File: config.mk
export PLATFORM = sky130hd
export DESIGN_NAME = serial_sequence_generator
export DESIGN_NICKNAME = d
export VERILOG_FILES = /design/src/rtl/serial_sequence_generator.sv
export SDC_FILE = /design/constraint.sdc
export NUM_CORES = 1
export LEC_CHECK = 0
export ABC_AREA = 1
export CORE_UTILIZATION = 29
export DETAILED_ROUTE_END_ITERATION = 6
export PLACE_DENSITY = 0.52
export SLEW_MARGIN = 0
export SYNTH_ARGS = -nofsm -noshare
export SYNTH_HDL_FRONTEND = slang
export SYNTH_SLANG_ARGS = --single-unit
File: constraint.sdc
create_clock -name clk -period 1.8 [get_ports clk]
set_clock_uncertainty 0.05 [all_clocks]
set_input_delay 0.36 -clock clk [delete_from_list [all_inputs] [get_ports clk]]
set_output_delay 0.36 -clock clk [all_outputs]
set_load 0.1 [all_outputs]
File: src/rtl/serial_sequence_generator.sv
// Serializes a parallel word as a frame: marker 101, DATA_W payload bits MSB-first,
// then GAP_CYCLES zero cycles. Every output comes straight from a flop.
module serial_sequence_generator #(
   parameter int DATA_W     = 8,
   parameter int GAP_CYCLES = 2
) (
   input  logic              clk,
   input  logic              rst,
   input  logic [DATA_W-1:0] din,
   input  logic              din_valid,
   output logic              din_ready,
   output logic              sout,
   output logic              busy,
   output logic              done
);

   localparam int CNT_W = $clog2(DATA_W + 1);
   localparam logic [CNT_W-1:0] BIT_LAST = CNT_W'(DATA_W - 1);
   localparam logic [CNT_W-1:0] BIT_ONE  = CNT_W'(1);
   localparam logic [3:0]       GAP_LAST = 4'(GAP_CYCLES - 1);

   typedef enum logic [1:0] {
      IDLE = 2'd0,
      MARK = 2'd1,
      DATA = 2'd2,
      GAP  = 2'd3
   } state_t;

   state_t            state_q, state_d;
   logic [DATA_W-1:0] shift_q, shift_d;
   logic [1:0]        mark_cnt_q, mark_cnt_d;
   logic [CNT_W-1:0]  bit_cnt_q, bit_cnt_d;
   logic [3:0]        gap_cnt_q, gap_cnt_d;
   logic              sout_q, sout_d;
   logic              busy_q, busy_d;
   logic              done_q, done_d;
   logic              din_ready_q, din_ready_d;

   // Next-state logic: each branch computes what the line shows in the following cycle.
   always_comb begin
      state_d     = state_q;
      shift_d     = shift_q;
      mark_cnt_d  = mark_cnt_q;
      bit_cnt_d   = bit_cnt_q;
      gap_cnt_d   = gap_cnt_q;
      sout_d      = 1'b0;
      busy_d      = busy_q;
      done_d      = 1'b0;
      din_ready_d = din_ready_q;
      case (state_q)
         IDLE: begin
            if (din_valid) begin
               state_d     = MARK;
               shift_d     = din;
               mark_cnt_d  = 2'd0;
               sout_d      = 1'b1;
               busy_d      = 1'b1;
               din_ready_d = 1'b0;
            end else begin
               busy_d      = 1'b0;
               din_ready_d = 1'b1;
            end
         end
         MARK: begin
            if (mark_cnt_q == 2'd2) begin
               state_d   = DATA;
               bit_cnt_d = {CNT_W{1'b0}};
               sout_d    = shift_q[DATA_W-1];
               shift_d   = shift_q << 1;
            end else begin
               // counter 0 shows the first 1; the bit for counter value n+1 is 0 only at n+1 = 1
               mark_cnt_d = mark_cnt_q + 2'd1;
               sout_d     = (mark_cnt_q == 2'd1);
            end
         end
         DATA: begin
            if (bit_cnt_q == BIT_LAST) begin
               state_d   = GAP;
               gap_cnt_d = 4'd0;
               done_d    = 1'b1;
            end else begin
               bit_cnt_d = bit_cnt_q + BIT_ONE;
               sout_d    = shift_q[DATA_W-1];
               shift_d   = shift_q << 1;
            end
         end
         GAP: begin
            if (gap_cnt_q == GAP_LAST) begin
               state_d     = IDLE;
               busy_d      = 1'b0;
               din_ready_d = 1'b1;
            end else begin
               gap_cnt_d = gap_cnt_q + 4'd1;
            end
         end
         default: begin
            state_d     = IDLE;
            busy_d      = 1'b0;
            din_ready_d = 1'b1;
         end
      endcase
   end

   // State and output registers with synchronous reset that aborts any frame in flight.
   always_ff @(posedge clk) begin
      if (rst) begin
         state_q     <= IDLE;
         shift_q     <= {DATA_W{1'b0}};
         mark_cnt_q  <= 2'd0;
         bit_cnt_q   <= {CNT_W{1'b0}};
         gap_cnt_q   <= 4'd0;
         sout_q      <= 1'b0;
         busy_q      <= 1'b0;
         done_q      <= 1'b0;
         din_ready_q <= 1'b1;
      end else begin
         state_q     <= state_d;
         shift_q     <= shift_d;
         mark_cnt_q  <= mark_cnt_d;
         bit_cnt_q   <= bit_cnt_d;
         gap_cnt_q   <= gap_cnt_d;
         sout_q      <= sout_d;
         busy_q      <= busy_d;
         done_q      <= done_d;
         din_ready_q <= din_ready_d;
      end
   end

   assign sout      = sout_q;
   assign busy      = busy_q;
   assign done      = done_q;
   assign din_ready = din_ready_q;

endmodule
=== Yosys cells after proc, flatten, opt, wreduce, memory -nomap -nowiden ===
Index checks and enable logic that the tools add are counted.

* Output and inout port bits: 4
* Logic and storage cells: 68
* Flip-flop bits (word level): 24
* Input port bits: 11

* Mux-type cells: 28
* Bitwise operators: 1
* $add $sub $neg: 3
* Reduce and logical (&&, ||, !) cells: 13
* Equal/unequal tests: 14

{| class="wikitable"
|+ Operators with widths
! operator !! number
|-
| 8-bit two-way mux || 3
|-
| 8-bit one-hot mux with 3 select lines || 1
|-
| 4-bit two-way mux || 4
|-
| 4-bit one-hot mux with 2 select lines || 2
|-
| 2-bit != test, second input constant || 7
|-
| 2-bit two-way mux || 6
|-
| 3-bit AND reduction || 3
|-
| 4-bit by 1-bit adder with 4-bit output, second input constant || 2
|-
| 2-bit one-hot mux with 4 select lines || 1
|-
| 4-bit AND reduction || 2
|-
| 2-bit nonzero test || 4
|-
| 1-bit two-way mux || 7
|-
| 2-bit equality test, second input constant || 3
|-
| 2-bit by 1-bit equality test with 1-bit output, second input constant || 2
|-
| 4-bit by 1-bit equality test with 1-bit output, second input constant || 1
|-
| 4-bit by 3-bit equality test with 1-bit output, second input constant || 1
|-
| 1-bit one-hot mux with 2 select lines || 2
|-
| 2-bit one-hot mux with 2 select lines || 1
|-
| 1-bit one-hot mux with 3 select lines || 1
|-
| 3-bit nonzero test || 1
|-
| 2-bit by 1-bit adder with 2-bit output, second input constant || 1
|-
| 2-bit zero test || 1
|-
| 2-bit AND reduction || 1
|-
| 2-bit OR reduction || 1
|-
| 1-bit inverter || 1
|}

=== Longest topological paths before layout ===
Gate-level depths: netlist of the first run.

* Depth in word-level cells: 3
* Depth in mapped cells: 10
* Mapped depth without buffers: 10

=== Least setup slack after synthesis of the first run ===
Ideal clock, no wire load.

* Path type: flip-flop to flip-flop
* Start: register state_q[0]
* End: register shift_q[6]
* Path buffers: 1
* Setup slack: 312 ps
* Arrival: 1374 ps
* Period minus slack after synthesis: 1488 ps
* Library setup time: 64 ps
* Required time: 1686 ps
* Cell stages (with the launch flop): 10
* Path through: dfxtp_1 -> inv_1 -> ha_1 -> inv_1 -> buf_2 -> nand2_1 -> o21a_1 -> nand3_1 -> nand2_1 -> nor2_1

* Longest elaborated chain between the ends: 3
* Elaborated cells on any way between the ends: 9
* Those cells by class: eq/ne: 5; mux: 1; reduce/logical: 3

{| class="wikitable"
|+ RTL lines
! item !! RTL line !! source
|-
| start: declaration || 29 || <nowiki>state_t state_q, state_d;</nowiki>
|-
| start signal: assignment || 117 || <nowiki>state_q <= state_d;</nowiki>
|-
| 2-bit equality test (tied with other cells) || 50 || <nowiki>case (state_q)</nowiki>
|-
| 2-bit != test (no line) / 3-bit nonzero test (equally long branches) || -- ||
|-
| 4-bit AND reduction (no line) || -- ||
|-
| end signal: assignment || 108 || <nowiki>shift_q <= {DATA_W{1'b0}};</nowiki>
|-
| end signal: assignment || 118 || <nowiki>shift_q <= shift_d;</nowiki>
|-
| end: declaration || 30 || <nowiki>logic [DATA_W-1:0] shift_q, shift_d;</nowiki>
|}

Several ways; a longest one is shown, not always the timed one.
A chain may end at the register's enable or synchronous reset.

=== Worst setup path in the final report of the first run ===
* Start: register state_q[0]
* End: register shift_q[7]

The elaborated chain is that of the path after synthesis.

==> Flow_metrics.wiki, run 1 <==
{| class="wikitable"
! Metric !! Value
|-
| Run status || finished clean
|-
| Final standard cell count with taps included and fillers excluded || 304
|-
| I/O Buffers || 14
|-
| Total inserted antenna cells || 0
|-
| Register area share after synthesis || between 30% and 40%
|-
| Final period demand of the worst path || 1670 ps
|-
| Cell accounting for the most synthesized area || dfxtp_1
|-
| Worst-Margin Slew || 336 ps
|-
| Vias in the first global route || 1,235
|-
| Antenna violations before repair || 0
|-
| Compound-cell area share of the yosys netlist || 12.2%
|-
| Average size of a mapped cell || 6.68 µm²
|-
| Power, Total || 3.46 mW
|-
| Kind of start point of the critical path || flop
|-
| Hold Crit Class || flop to flop
|-
| DP HPWL || 2170 µm
|-
| Share of synthesized cell area in and, or, nand and nor gates || 33.9%
|-
| CORE AREA || 4720 µm²
|-
| Hold slack || about 440 ps
|-
| Power density over cell area || between 1500 and 2000 nW/µm²
|-
| Total Nets Final || 259
|-
| CP Capture Type || flop
|-
| Die Height || 72.2 µm
|-
| Critical path start-end classification || flop to flop
|-
| Total count of max-transition violations in the final report || 0
|-
| First-pass GRT wire length || 5200 µm
|-
| Synth unique cells || 21
|-
| Initial core utilization || between 30% and 40%
|-
| Final hold viol count || 0
|-
| Synth top area share || 33.6%
|-
| Global route overflow || 0
|-
| Dominant combinational cell family by area after synthesis || simple AND/OR/NAND/NOR gates
|-
| Share of flip-flops with an asynchronous set or reset || 0%
|-
| Highest clock frequency the design can meet || 0.597 GHz
|-
| Maximum ir drop on the vdd rail || 0.826 mV
|-
| Number of synthesized flops with an enable pin || 0
|-
| H-tree lvl count || 1
|-
| Longest Clk Path Bufs || 2
|-
| Routability congestion estimate from global placement || 0.808
|-
| DRC violation count after routing || 0
|-
| Worst rel slew slack || 77.6%
|-
| Synthesis-to-layout area growth || 28.6%
|-
| Vias per cell || 4.28
|-
| Yosys reg bits || 24
|-
| Cells after synthesis || 214
|-
| Top-Level Pins || 15
|-
| Clock latency on the worst-skew pair || 270 ps
|-
| Number of vias after detailed routing || 1,302
|-
| Clock tree from TritonCTS || done
|-
| Total CTS buffers || 3
|-
| Yosys synthesis warning count || 0
|-
| Top library cells by usage in the layout, fill and taps aside || 53 x nand2_1, 39 x inv_1, 24 x nor2_1, 24 x dfxtp_1, 18 x nand3_1
|-
| Arrival time at the worst endpoint || 1830 ps
|-
| Leakage dissipation || 0.851 nW
|-
| Count of hold buffers inserted by post-cts repair || 0
|-
| Max FO, Critical Path || 7
|-
| Adder and majority cell fraction of the synthesized area || under 10%
|-
| Unrepaired setup endpoints after global routing || false
|-
| Reg2reg setup slack || 130 ps
|-
| Placed cells || 297
|-
| Sinks on Clock Net || 24
|-
| Most used DFF post-synth || dfxtp_1
|-
| Count of maximum capacitance violations || 0
|-
| Commonest non-fill, non-tap cell in the layout || nand2_1
|-
| Final cycle utilization of the critical path || 93.0%
|-
| Syn_nets || 235
|-
| Starting DRC count in detailed routing || 35
|-
| Overall Global Routing Usage || 12.5%
|-
| Number of detailed-route iterations in the first pass || 4
|-
| Core occupancy in the finished layout || 38.9%
|-
| Overall die width || 72.2 µm
|-
| Master cell of the clock root buffer || clkbuf_8
|-
| Area of the die || 5220 µm²
|-
| Setup TNS after final layout || 0 ps
|-
| Antenna Violating Nets Remaining || 0
|-
| Multiplexer share of the synthesized area || 0%
|-
| Top post-synthesis cells by area || dfxtp_1 34%, nand2_1 14%, inv_1 10%
|-
| Final number of setup-violating endpoints || 0
|-
| Count of instances resized after the clock tree is built || 0
|-
| Site Rows || 25
|-
| Cell area after technology mapping || 1430 µm²
|-
| Post-synthesis share of cell area spent on xor and xnor gates || 0%
|-
| Routed Wire Length || approximately 3000 µm
|-
| Clk pin slew, worst setup/hold paths || around 90 ps
|-
| Avg WL per Cell || 9.74 µm
|-
| Worst Path Required || 1960 ps
|-
| Fraction of final layout cells with drive strength greater than 1 || between 10 and 15%
|-
| Maximum number of pins on one net before global-route repair || 17
|}
==> critical path, cell delays in order (launching register included) <==
cell and delay (ps):
dfxtp_1 400, inv_1 100, ha_1 320, nor3_2 290
nor2_4 100, buf_4 150, nand3_1 70, nand2_1 60
nor2_1 70
==> layout make-up <==
cell class	instances	area (µm²)
clock inverters	1	30.0
inverters	39	146
clock buffers	3	41.3
well taps	67	83.8
multi-input cells	147	785
flip-flops and latches	24	480
repair buffers	23	273
fillers	492	2880
==> worst paths after layout <==
check | from | to | cells after the start
hold reg to reg | mark_cnt_q[1] | mark_cnt_q[1] | 2
setup reg to reg | state_q[0] | shift_q[7] | 8
setup / recovery | state_q[0] | shift_q[7] | 8
hold / removal | mark_cnt_q[1] | mark_cnt_q[1] | 2
==> timing repair <==
item	CTS	global route
endpoints found under the hold margin	0	0
buffers inserted	0	3
endpoints found under the setup margin	0	6
==> cell usage after synthesis, types with 2 or more instances <==
master / instances
o21ai_0: 7
nand4_1: 3
o21a_1: 7
nand2_1: 53
nor2_1: 24
inv_1: 39
nor2_4: 2
ha_1: 10
nand3_1: 18
dfxtp_1: 24
buf_2: 3
a21oi_1: 15
==> registers in the layout, indices dropped and copies added, names as in the netlist <==
| signal | flops |
|---|---|
| shift_q | 8 |
| bit_cnt_q | 4 |
| gap_cnt_q | 4 |
| mark_cnt_q | 2 |
| state_q | 2 |
| busy | 1 |
| din_ready | 1 |
| done | 1 |
| sout | 1 |
==> power by group <==
group,internal [mW],switching (mW)
sequential,0.714,0.105
combinational,0.907,1.26
clock,0.297,0.181
total,1.92,1.54
==> stage by stage <==
stage,setup WS (ps),instance area (µm²)
final,126,1840
after CTS,126,1800
after detailed placement,56.3,1730
after global placement,71.4,1730
after global routing,5.15,1840
after floorplan,312,1430
==> cell families (layout without fill, tap and decap cells) <==
| group | Yosys count | count (layout) |
|---|---|---|
| DFF | 24 | 24 |
| buffers and inverters | 43 | 66 |
| AOI/OAI and AO/OA | 31 | 31 |
| adders and majority gates | 10 | 10 |
| and+or+nand+nor | 106 | 106 |
==> metal layers <==
metal,wire length (µm),up-vias,GRT usage [%]
li1,-,716,-
met1,1470,574,15.1
met2,1400,10,22.7
met3,63,2,2.92
met4,19,0,2.61
met5,0,-,0
(Power assumes the default switching activity.)
==> run 2, diff against run 1 <==
--- a/config.mk
+++ b/config.mk
@@ -6,6 +6,7 @@
 export NUM_CORES = 1
 export LEC_CHECK = 0
 export ABC_AREA = 1
+export CORE_MARGIN = 1.5
 export CORE_UTILIZATION = 29
 export DETAILED_ROUTE_END_ITERATION = 6
 export PLACE_DENSITY = 0.52
==> run 2 against run 1 <==
Against the previous run:
- critical path depth did not move
- non-clock buffer count fell by 2
- highest routed layer unchanged
- register-to-register slack barely moved
- routed wire length decreased by 1.5%
- final area decreased by 1.5%
- count of clock-buffer cells in the layout unchanged
- via count is 2.5% lower
- largest power group unchanged
==> Flow_metrics.wiki, run 2 (synthesis results as in run 1) <==
{| class="wikitable"
! Metric !! Value
|-
| Worst Path Required || 1960 ps
|-
| Final period demand of the worst path || roughly 1700 ps
|-
| Antenna violations before repair || 0
|-
| Fillcell total || a little over 500
|-
| Vias in the first global route || around 1,200
|-
| Count of hold buffers inserted by post-cts repair || 0
|-
| Longest Clk Path Bufs || 2
|-
| Highest clock frequency the design can meet || 0.602 GHz
|-
| Number of detailed-route iterations in the first pass || 2
|-
| Maximum number of pins on one net before global-route repair || 16
|-
| Arrival time at the worst endpoint || 1820 ps
|-
| Global route overflow || 0
|-
| Reg2reg end || shift_q[2]
|-
| Worst rel slew slack || 74.6%
|-
| Area post-placement || 1720 µm²
|-
| Routability congestion estimate from global placement || 0.764
|-
| Critical path start-end classification || flop to flop
|-
| Placed cells || 295
|-
| Worst slack after detailed placement || 22.5 ps
|-
| Site Rows || 25
|-
| Final standard cell count with taps included and fillers excluded || roughly 300
|-
| CP Capture Type || flop
|-
| Total Nets Final || 257
|-
| Overall Global Routing Usage || 12.2%
|-
| Vias per cell || 4.21
|-
| DP HPWL || around 2200 µm
|-
| Clk pin slew, worst setup/hold paths || 90 ps
|-
| DRC violation count after routing || 0
|-
| Hold Path Depth || 2
|-
| Commonest non-fill, non-tap cell in the layout || nand2_1
|-
| Final cycle utilization of the critical path || 92.3%
|-
| Fraction of final layout cells with drive strength greater than 1 || 9.36%
|-
| Sinks on Clock Net || 24
|-
| Clock tree from TritonCTS || done
|-
| Run status || finished clean
|-
| Core occupancy in the finished layout || 38.4%
|-
| Initial core utilization || 30.3%
|-
| Biggest regs || shift_q (8), bit_cnt_q (4), gap_cnt_q (4)
|-
| Total inserted antenna cells || 0
|-
| Worst-Margin Slew || 381 ps
|-
| Maximum ir drop on the vdd rail || between 0.7 and 0.8 mV
|-
| H-tree lvl count || 1
|-
| Reg2reg setup slack || ~140 ps
|-
| Kind of start point of the critical path || flop
|-
| First-pass GRT wire length || 5110 µm
|-
| Power density over cell area || 1840 nW/µm²
|-
| I/O Buffers || 14
|-
| Starting DRC count in detailed routing || 23
|-
| CORE AREA || 4720 µm²
|-
| Routed Wire Length || 2920 µm
|-
| Leakage dissipation || between 0.8 and 0.9 nW
|-
| Hold slack || 436 ps
|-
| Worst Hold Launch || mark_cnt_q[1]
|-
| Area of the die || roughly 5400 µm²
|-
| Number of flip-flops in the largest register || 8
|-
| Post-route cell area || between 1500 and 2000 µm²
|-
| Combined area of the multi-input logic cells || 785 µm²
|-
| Synthesis-to-layout area growth || 26.7%
|-
| Count of maximum capacitance violations || 0
|-
| Top library cells by usage in the layout, fill and taps aside || 53 x nand2_1, 39 x inv_1, 24 x nor2_1, 24 x dfxtp_1, 18 x nand3_1
|-
| Total CTS buffers || 3
|-
| Flip-flop and latch area || 480 µm²
|-
| Overall die width || around 73 µm
|-
| Final hold viol count || 0
|-
| Avg WL per Cell || 9.66 µm
|-
| Hold Crit Endpoint || mark_cnt_q[1]
|-
| Total count of max-transition violations in the final report || 0
|-
| Max FO, Critical Path || 7
|-
| Cell count of the worst reg-to-reg path || 8
|-
| Number of vias after detailed routing || 1,270
|-
| Die Height || 73.2 µm
|-
| Final critical-path setup slack || 139 ps
|-
| Clock latency on the worst-skew pair || between 200 and 300 ps
|-
| Master cell of the clock root buffer || clkbuf_8
|-
| Largest reg by FF count || shift_q
|-
| Final number of setup-violating endpoints || 0
|-
| Antenna Violating Nets Remaining || 0
|-
| Top-Level Pins || 15
|-
| Launching point of the worst reg2reg path || state_q[0]
|-
| Hold Crit Class || flop to flop
|-
| Unrepaired setup endpoints after global routing || true
|}
[run 2: area by class of cell]
class / count / share of cell area, %
flip-flops and latches: 24 / 26.5
inverters: 39 / 8.08
repair buffers: 21 / 13.5
well taps: 67 / 4.63
clock inverters: 1 / 1.66
clock buffers: 3 / 2.28
multi-input cells: 147 / 43.3
[run 2: per-layer routing]
metal  part of all wire (%)  vias to the layer above  wire length (µm)  global-route usage, %
li1                       -                      712                 -                      -
met1                     49                      547              1440                   14.2
met2                     48                        9              1390                   22.1
met3                    2.1                        2                62                   3.73
met4                   0.72                        0                21                   1.89
met5                      0                        -                 0                      0
[run 2: power by group]
| part | internal [mW] | switching [mW] |
|---|---|---|
| clock | 0.297 | 0.180 |
| sequential | 0.714 | 0.0995 |
| combinational | 0.816 | 1.22 |
[run 2: what timing repair did]
action,4_1_cts,5_1_grt
buffers inserted,0,3
resized for setup,0,0
endpoints found under the setup margin,0,8
[run 2: worst max path at each step]
stage                           from    endpoint  slack [ps]  cells after the start
after global routing      state_q[0]  shift_q[3]         -20                      8
after detailed placement   din_valid  shift_q[4]          20                      9
after floorplan           state_q[0]  shift_q[6]         310                      9
after global placement     din_valid  shift_q[2]          50                      9
final                     state_q[0]  shift_q[2]         140                      8
after CTS                 state_q[0]  shift_q[2]         120                      9
[run 2: worst max-delay path, stage by stage (launching register included)]
cell,delay (ps)
dfxtp_1,400
inv_1,100
ha_1,320
nor3_2,280
nor2_4,100
buf_4,150
nand3_1,60
nand2_1,60
nor2_1,90
[run 2: stage by stage]
step | power (mW) | setup TNS (ps)
3_3_place_gp | 2.79 | 0
6_report | 3.33 | 0
5_1_grt | 3.70 | -30.3
3_5_place_dp | 2.78 | 0
4_1_cts | 3.29 | 0
2_1_floorplan | 2.28 | 0
==> run 3, diff against run 2 <==
--- a/config.mk
+++ b/config.mk
@@ -10,6 +10,7 @@
 export CORE_UTILIZATION = 29
 export DETAILED_ROUTE_END_ITERATION = 6
 export PLACE_DENSITY = 0.52
+export SKIP_LAST_GASP = 1
 export SLEW_MARGIN = 0
 export SYNTH_ARGS = -nofsm -noshare
 export SYNTH_HDL_FRONTEND = slang
==> results of run 3 <==
Final layout, timing and power as in run 2 (identical DEF).
